### src/rtl/rotate_sdram_arbiter.sv
// Shares one SDRAM client port between the rotation write and read streams.
// Tiled addressing keeps 8-word row or column runs inside one SDRAM row.
module rotate_sdram_arbiter #(
  parameter int HCNT_WIDTH = 10,
  parameter int ADDR_WIDTH = 24,
  parameter logic [ADDR_WIDTH-1:0] BASE_ADDR = '0,
  parameter int WR_GAP = 2
) (
  input  logic                  clk_sys,
  input  logic                  reset_n,
  input  logic                  vidin_req,
  input  logic [1:0]            vidin_frame,
  input  logic [HCNT_WIDTH-1:0] vidin_x,
  input  logic [HCNT_WIDTH-1:0] vidin_y,
  input  logic [15:0]           vidin_d,
  output logic                  vidin_ack,
  input  logic                  vidout_req,
  input  logic [1:0]            vidout_frame,
  input  logic [HCNT_WIDTH-1:0] vidout_x,
  input  logic [HCNT_WIDTH-1:0] vidout_y,
  output logic [15:0]           vidout_d,
  output logic                  vidout_ack,
  output logic                  ram_req,
  output logic                  ram_we,
  output logic [ADDR_WIDTH-1:0] ram_addr,
  output logic [15:0]           ram_wdata,
  input  logic                  ram_ack,
  input  logic                  ram_rvalid,
  input  logic [15:0]           ram_rdata
);

  localparam int H  = HCNT_WIDTH;
  localparam int TW = 2 * H + 2;

  typedef enum logic [2:0] {
    S_IDLE,
    S_WR_ISSUE,
    S_WR_GAP,
    S_RD_ISSUE,
    S_RD_DATA
  } state_t;

  state_t state, state_nxt;

  logic         last_wr;
  logic         wr_grant;
  logic         rd_grant;
  logic         rd_take;
  logic         gap_last;
  logic         burst_done;
  logic [1:0]   frame;
  logic [3:0]   cnt;
  logic [2:0]   gap;
  logic [H-1:0] rd_x;

  function automatic logic [ADDR_WIDTH-1:0] tile(
    input logic [1:0]   f,
    input logic [H-1:0] x,
    input logic [H-1:0] y
  );
    logic [TW-1:0] t;
    t = {f, y[H-1:3], x[H-1:3], y[2:0], x[2:0]};
    return BASE_ADDR + ADDR_WIDTH'(t);
  endfunction

  assign rd_x       = {vidout_x[H-1:3], 3'b000};
  assign gap_last   = (gap == 3'(WR_GAP - 1));
  assign burst_done = (cnt == 4'd8);

  // An ack coinciding with rvalid already carries the first read word
  assign rd_take = ram_rvalid &&
                   ((state == S_RD_DATA) ||
                    (state == S_RD_ISSUE && ram_ack));

  always_comb begin
    state_nxt = state;
    wr_grant  = 1'b0;
    rd_grant  = 1'b0;
    ram_req   = 1'b0;
    ram_we    = 1'b0;
    unique case (state)
      S_IDLE: begin
        if (vidin_req && (!vidout_req || !last_wr)) begin
          wr_grant  = 1'b1;
          state_nxt = S_WR_ISSUE;
        end else if (vidout_req) begin
          rd_grant  = 1'b1;
          state_nxt = S_RD_ISSUE;
        end
      end
      S_WR_ISSUE: begin
        ram_req = 1'b1;
        ram_we  = 1'b1;
        if (ram_ack) state_nxt = S_WR_GAP;
      end
      S_WR_GAP: begin
        if (gap_last)
          state_nxt = burst_done ? S_IDLE : S_WR_ISSUE;
      end
      S_RD_ISSUE: begin
        ram_req = 1'b1;
        if (ram_ack) state_nxt = S_RD_DATA;
      end
      S_RD_DATA: begin
        if (rd_take && cnt == 4'd7) state_nxt = S_IDLE;
      end
      default: state_nxt = S_IDLE;
    endcase
  end

  always_ff @(posedge clk_sys or negedge reset_n) begin
    if (!reset_n) begin
      state      <= S_IDLE;
      last_wr    <= 1'b1;
      frame      <= '0;
      cnt        <= '0;
      gap        <= '0;
      ram_addr   <= '0;
      ram_wdata  <= '0;
      vidin_ack  <= 1'b0;
      vidout_ack <= 1'b0;
      vidout_d   <= '0;
    end else begin
      state      <= state_nxt;
      vidin_ack  <= 1'b0;
      vidout_ack <= 1'b0;
      if (wr_grant) begin
        ram_addr  <= tile(vidin_frame, vidin_x, vidin_y);
        ram_wdata <= vidin_d;
        frame     <= vidin_frame;
        cnt       <= '0;
        last_wr   <= 1'b1;
      end
      if (rd_grant) begin
        ram_addr <= tile(vidout_frame, rd_x, vidout_y);
        cnt      <= '0;
        last_wr  <= 1'b0;
      end
      if (state == S_WR_ISSUE && ram_ack) begin
        vidin_ack <= 1'b1;
        cnt       <= cnt + 4'd1;
        gap       <= '0;
      end
      if (state == S_WR_GAP) begin
        gap <= gap + 3'd1;
        // The core updates x/y/d during the gap; take them on its last cycle
        if (gap_last && !burst_done) begin
          ram_addr  <= tile(frame, vidin_x, vidin_y);
          ram_wdata <= vidin_d;
        end
      end
      if (rd_take) begin
        vidout_d   <= ram_rdata;
        vidout_ack <= 1'b1;
        cnt        <= cnt + 4'd1;
      end
    end
  end

endmodule
### config.mk
export PLATFORM = sky130hd
export DESIGN_NAME = rotate_sdram_arbiter
export DESIGN_NICKNAME = d
export VERILOG_FILES = /design/src/rtl/rotate_sdram_arbiter.sv
export SDC_FILE = /design/constraint.sdc
export NUM_CORES = 1
export LEC_CHECK = 0
export ABC_AREA = 1
export ABC_CLOCK_PERIOD_IN_PS = 4150
export CAP_MARGIN = 20
export CORE_ASPECT_RATIO = 0.9
export CORE_MARGIN = 2
export CORE_UTILIZATION = 25
export DETAILED_ROUTE_END_ITERATION = 16
export PLACE_DENSITY = 0.55
export SLEW_MARGIN = 25
export SYNTH_ARGS = -nofsm -noshare
export SYNTH_HDL_FRONTEND = slang
export SYNTH_SLANG_ARGS = --single-unit
### constraint.sdc
create_clock -name clk_sys -period 4.15 [get_ports clk_sys]
set_clock_uncertainty 0.2 [all_clocks]
set_input_delay 0.6225 -clock clk_sys [delete_from_list [all_inputs] [get_ports clk_sys]]
set_output_delay 0.6225 -clock clk_sys [all_outputs]
set_load 0.02 [all_outputs]
==> impl_metrics.py, run 1 <==
metrics = {
    "run_status": {
        "status": "complete, no violations",
    },
    "critical_path": {
        "cp-start-kind": "register",
        "cp.required_ns": 4.16,
        "crit_type": "reg -> reg",
        "reg2reg_to": "ram_addr[1]",
        "cp_max_fo": 39,
        "reg2reg_setup_slack_ns": 1.19,
        "critPathLaunch": "cnt[0]",
        "crit_arrival_ns": 2.96,
        "r2r.worst_path.cells": 8,
        "r2r_start": "cnt[0]",
        "critPathCaptureType": "register",
    },
    "clock_tree": {
        "ctsResizeCount": 0,
        "cts_buffers": 9,
        "hold_buffers": 0,
        "cts.clk_slew.worst_paths_ns": 0.05,
        "cts_sinks": 71,
        "clock_latency_ns": 0.32,
        "clk_path_buf_depth": 2,
        "ctsHtreeMaxLevel": 3,
        "cts_setup_buffers": 0,
        "root_buffer": "clkbuf_16",
        "cts_tree": "done",
    },
    "pwr": {
        "power_density_mw_per_mm2": 775,
        "fin_total_pwr_w": 0.00384,
        "swShare_pct": 39.9,
        "p_comb_share_pct": 48.9,
        "p_leak_nw": 2.37,
        "intPower_w": 0.00231,
        "p_seq_share_pct": 31.4,
        "p_clk_share_pct": 19.7,
        "p_sw_w": 0.00153,
        "irDropWorstVdd_mv": 0.363,
    },
    "sta": {
        "finalHoldViolCount": 0,
        "fmax_mhz": 338,
        "rsz0062_at_grt": "no",
        "slew_viol_final": 0,
        "setup_tns_ns": 0,
        "finalSetupViolCount": 0,
        "period_needed_ns": 2.96,
        "slew-limit-headroom_pct": 42.0,
        "finalCritPeriodShare_pct": 71.2,
        "setup_ws_ns": 1.19,
        "worst_pin_slew_ns": 0.870,
    },
    "placed_design": {
        "io_buffers": 138,
        "post-place-ws_ns": 1.13,
        "placed_cells": 664,
        "hpwl_mm": 6.22,
        "gp_congestion": 0.741,
        "place_area_mm2": 0.00467,
    },
    "floorplanning": {
        "die-area_mm2": 0.0137,
        "placementRows": 39,
        "start_util_pct": 25.5,
        "die_w_um": 123,
        "io_pins": 142,
        "die_y_um": 111,
        "core_area_mm2": 0.0126,
    },
    "routing": {
        "drt_first_iter_violations": 115,
        "viasPerCell": 4.40,
        "drtPass1Iterations": 4,
        "drt_wl_total_mm": 9.15,
        "remaining_drc_errors": 0,
        "wl_per_cell_um": 13.5,
        "via_count": 2995,
        "ant_nets": 0,
    },
    "finish": {
        "finalNonFillerCells": 680,
        "synthToLayoutAreaGrowth_pct": 54.8,
        "design_area_mm2": 0.00496,
        "num_antenna_cells": 0,
        "drive_gt1_share_pct": 5.43,
        "fin_nets": 597,
    },
    "logic_synthesis": {
        "synth_common_cells": "nand2_1, dfrtp_1, nand3_1, inv_1, nand4_1",
        "synth_ff_type": "dfrtp_1",
        "yosys_warnings": 0,
        "async_flop_share_pct": 100,
        "syn-num-nets": 464,
        "avgSynthCellArea_um2": 8.48,
        "synth_top_area_cell": "dfrtp_1",
        "synthCells": 378,
        "ys_ff_latch": 71,
        "netlist_top_cells_area": "dfrtp_1, nand2_1, nand3_1",
        "synth_cell_types": 22,
        "synth_most_common_cell": "nand2_1",
        "seq_area_frac_synth_pct": 55.5,
        "synth_edf_count": 0,
        "syn_area_mm2": 0.00321,
        "synth_top_cell_area_share_pct": 54.6,
    },
    "global_routing": {
        "antenna_found_initial": 0,
        "grt_pass1_vias": 3057,
        "grt-ovfl-total": 0,
        "grt_usage_pct": 13.9,
        "grt_max_degree": 72,
        "grt_pass1_wl_mm": 15.1,
    },
    "hold_path": {
        "hold_path_class": "in -> async",
    },
    "run": {
        "maxCapViolCount": 0,
    },
}
-- worst max path at each step --
stage	end	slack [ns]
after floorplan	ram_we	2.42
after global placement	ram_addr[2]	1.12
after detailed placement	ram_addr[2]	1.13
after CTS	ram_addr[0]	1.10
after global routing	ram_addr[2]	0.77
final	ram_addr[1]	1.19
-- flip-flops by register name, indices dropped and copies added (netlist names) --
name        count
ram_addr       24
ram_wdata      16
vidout_d       16
cnt             4
gap             3
state           3
frame           2
last_wr         1
vidin_ack       1
vidout_ack      1
-- metrics by stage --
stage          utilization [%]  hold slack [ns]
6_report                  39.4            0.118
2_1_floorplan                -            0.127
3_3_place_gp              37.1            0.254
3_5_place_dp              37.1            0.265
4_1_cts                   39.4            0.279
5_1_grt                   39.4            0.170
-- kinds of logic (layout without fill, tap and decap cells) --
family / after synthesis / in the layout / synth area share (%)
adder cells (fa/ha/maj): 4 / 4 / 1.56
AND/OR/NAND/NOR: 244 / 244 / 32.7
AO/OA/AOI/OAI: 15 / 15 / 2.58
XOR/XNOR: 3 / 3 / 0.820
buffers and inverters: 41 / 179 / 6.91
flip-flops: 71 / 71 / 55.5
-- critical path, cell delays in order (launching register included) --
cell	delay, ns
dfrtp_1	0.37
inv_1	0.08
ha_1	0.19
nand3_1	0.12
nand3_2	0.68
nand2_2	0.94
nand2_1	0.11
nand2_1	0.09
nor2_1	0.05
-- layout by cell type, fill, tap and decap left out, types with 4 or more instances in the layout --
| master | n |
|---|---|
| nand2_1 | 159 |
| clkdlybuf4s50_1 | 137 |
| dfrtp_1 | 70 |
| nand3_1 | 42 |
| inv_1 | 21 |
| nand4_1 | 18 |
| nor2_1 | 17 |
| clkbuf_16 | 9 |
| o21ai_0 | 7 |
| nand2_2 | 5 |
| o22ai_1 | 4 |
| ha_1 | 4 |
-- power by group through the flow --
| stage | Clock (W) | Combinational [W] | Sequential, W |
|---|---|---|---|
| 3_5_place_dp | 0 | 0.00191 | 0.00121 |
| 6_report | 0.000758 | 0.00188 | 0.00121 |
| 3_3_place_gp | 0 | 0.00188 | 0.00120 |
| 4_1_cts | 0.000787 | 0.00191 | 0.00121 |
| 5_1_grt | 0.000823 | 0.00209 | 0.00125 |
| 2_1_floorplan | 0 | 0.000818 | 0.00150 |
-- layer usage --
metal | vias to the layer above | GRT usage [%] | share of wire [%]
met2 | 107 | 22.2 | 46
li1 | 1478 | - | -
met5 | - | 0 | 0
met4 | 0 | 3.41 | 1.1
met1 | 1398 | 17.4 | 44
met3 | 12 | 5.53 | 8.7
-- cell type report --
class,count,area [um2]
Timing Repair Buffer,139,1390
Clock inverter,4,45.0
Inverter,24,90.1
Tap cell,164,205
Fill cell,1274,7630
Clock buffer,12,246
Multi-Input combinational cell,266,1210
Sequential cell,71,1780
Power figures use the tool's default switching activity.
==> inputs of run 2 (changes only) <==
ABC_CLOCK_PERIOD_IN_PS = 2800   (was 4150)
clock period = 2.8 ns   (was 4.15 ns; I/O delays follow)
==> run 2 against run 1 <==
Against the previous run:
- final cell count rose by 0.88%
- largest cell class unchanged
- global-route usage fell by 0.26 points
- register-to-register slack got worse by 0.51 ns
- wire length fell by 0.44%
- final area rose by 1.7%
- clock-buffer cell count fell by 2
- setup slack got worse by 0.81 ns
==> impl_metrics.py, run 2 (synthesis results as in run 1) <==
metrics = {
    "sta": {
        "fmax_mhz": 413,
        "finalHoldViolCount": 0,
        "rsz0062_at_grt": "no",
        "setup_ws_ns": 0.382,
        "period_needed_ns": 2.42,
        "finalSetupViolCount": 0,
        "finalCritPeriodShare_pct": 86.4,
        "worst_pin_slew_ns": 0.661,
        "setup_tns_ns": 0,
        "holdWs_ns": 0.275,
        "slew-limit-headroom_pct": 56.0,
        "slew_viol_final": 0,
    },
    "placed_design": {
        "post-place-ws_ns": 0.601,
        "gp_congestion": 0.764,
        "hpwl_mm": 6.48,
        "place_area_mm2": 0.00472,
        "io_buffers": 138,
    },
    "global_routing": {
        "grt_pass1_wl_mm": 14.7,
        "grt_usage_pct": 13.6,
        "grtUsageMet2_pct": 21.8,
        "grtUsageMet3_pct": 6.71,
        "grt-ovfl-total": 0,
        "grt_pass1_vias": 2976,
        "busiest_layer": "met2",
        "antenna_found_initial": 0,
        "grt_max_degree": 72,
        "grt_use_met1_pct": 16.3,
    },
    "pwr": {
        "p_comb_share_pct": 48.8,
        "power_density_mw_per_mm2": 1160,
        "p_sw_w": 0.00229,
        "p_seq_share_pct": 30.6,
        "p_leak_nw": 2.41,
        "swShare_pct": 39.4,
        "intPower_w": 0.00354,
        "irDropWorstVdd_mv": 0.373,
        "p_clk_share_pct": 20.7,
    },
    "clock_tree": {
        "ctsResizeCount": 0,
        "cts_sinks": 71,
        "clock_latency_ns": 0.33,
        "hold_buffers": 0,
        "clk_path_buf_depth": 2,
        "cts_tree": "done",
        "cts.clk_slew.worst_paths_ns": 0.06,
        "cts_setup_buffers": 0,
        "root_buffer": "clkbuf_16",
        "cts_buffers": 9,
        "ctsHtreeMaxLevel": 3,
    },
    "critical_path": {
        "crit_type": "reg -> out",
        "path_delay_family": "buffers and inverters",
        "critPathCaptureType": "output pin",
        "path_cells": "inv_2 -> nand2_1 -> nor2_1 -> clkdlybuf4s50_1",
        "crit_arrival_ns": 1.80,
        "critPathMaxStageDelay_ns": 0.63,
        "cp_max_fo": 4,
        "crit_slowest_cell": "clkdlybuf4s50_1",
        "cp.required_ns": 2.18,
        "cp_num_buf_inv": 2,
        "cp-start-kind": "register",
    },
    "finish": {
        "final_common_cell": "nand2_1",
        "largest_register_ffs": 24,
        "largest-register": "ram_addr",
        "fin_util_pct": 40.1,
        "num_antenna_cells": 0,
        "largest_registers": "ram_addr: 24 flops, ram_wdata: 16 flops, vidout_d: 16 flops",
        "synthToLayoutAreaGrowth_pct": 57.3,
        "drive_gt1_share_pct": 6.51,
        "fin_nets": 603,
        "design_area_mm2": 0.00504,
        "fillers": 1254,
        "final_cell_mix": "nand2_1, clkdlybuf4s50_1, dfrtp_1",
    },
    "routing": {
        "wl_per_cell_um": 13.3,
        "ant_nets": 0,
        "drt_wl_total_mm": 9.11,
        "drt_first_iter_violations": 115,
        "remaining_drc_errors": 0,
        "drtPass1Iterations": 4,
        "via_count": 2986,
        "viasPerCell": 4.35,
    },
    "run": {
        "maxCapViolCount": 0,
    },
    "floorplanning": {
        "die_w_um": 123,
        "io_pins": 142,
        "die_y_um": 111,
        "die-area_mm2": 0.0137,
        "start_util_pct": 25.5,
        "core_area_mm2": 0.0126,
        "placementRows": 39,
    },
    "hold_path": {
        "hold_path_class": "reg -> reg",
    },
    "run_status": {
        "status": "complete, no violations",
    },
}
[run 2: cell types whose count changed in the layout (fill, tap and decap cells not counted), sizes merged]
| cell | before | now |
|---|---|---|
| bufinv | 1 | 2 |
| clkinv | 3 | 2 |
| clkinvlp | 0 | 2 |
| clkbuf | 12 | 10 |
| buf | 2 | 7 |
| dlygate4sd3 | 0 | 1 |
[run 2: routing by layer]
layer  routed length, um  vias up
met5                   0        -
met4                  96        0
met3                 931        9
met2                4220      105
met1                3860     1390
li1                    -     1482
[run 2: cell type report]
cell class | instances | area, um2 | share of cell area (%)
flip-flops and latches | 71 | 1780 | 35.3
repair buffers | 145 | 1450 | 28.8
multi-input cells | 266 | 1210 | 23.9
clock buffers | 10 | 229 | 4.54
well taps | 164 | 205 | 4.07
inverters | 24 | 90.1 | 1.79
clock inverters | 6 | 85.1 | 1.69
[run 2: worst paths after layout]
kind	from	endpoint	slack, ns	cells past startpoint
max	state[2]	ram_we	0.38	4
min	frame[1]	frame[1]	0.28	2
max reg2reg	state[1]	ram_addr[2]	0.68	8
min reg2reg	frame[1]	frame[1]	0.28	2
max in group asynchronous	reset_n	ram_wdata[2]	1.48	2
min in group asynchronous	reset_n	state[2]	0.46	2
[run 2: stage by stage]
stage	total power [W]	cells
2_1_floorplan	0.00344	378
6_report	0.00583	686
5_1_grt	0.00629	686
3_5_place_dp	0.00468	669
4_1_cts	0.00593	685
3_3_place_gp	0.00461	669
[run 2: power groups by stage]
| stage | registers, W | clock network (W) | logic, W |
|---|---|---|---|
| 2_1_floorplan | 0.00223 | 0 | 0.00121 |
| 3_3_place_gp | 0.00178 | 0 | 0.00283 |
| 3_5_place_dp | 0.00180 | 0 | 0.00288 |
| 4_1_cts | 0.00179 | 0.00125 | 0.00289 |
| 5_1_grt | 0.00184 | 0.00130 | 0.00315 |
| 6_report | 0.00178 | 0.00120 | 0.00284 |
[run 2: worst reg2reg max path, stage by stage, from the launching register on]
cell     delay [ns]
dfrtp_1        0.51
nand2_2        0.11
nor2_4         0.15
nand3_2        0.42
nand2_2        0.23
buf_12         0.21
nand2_1        0.09
nand2_1        0.06
nor2_1         0.04
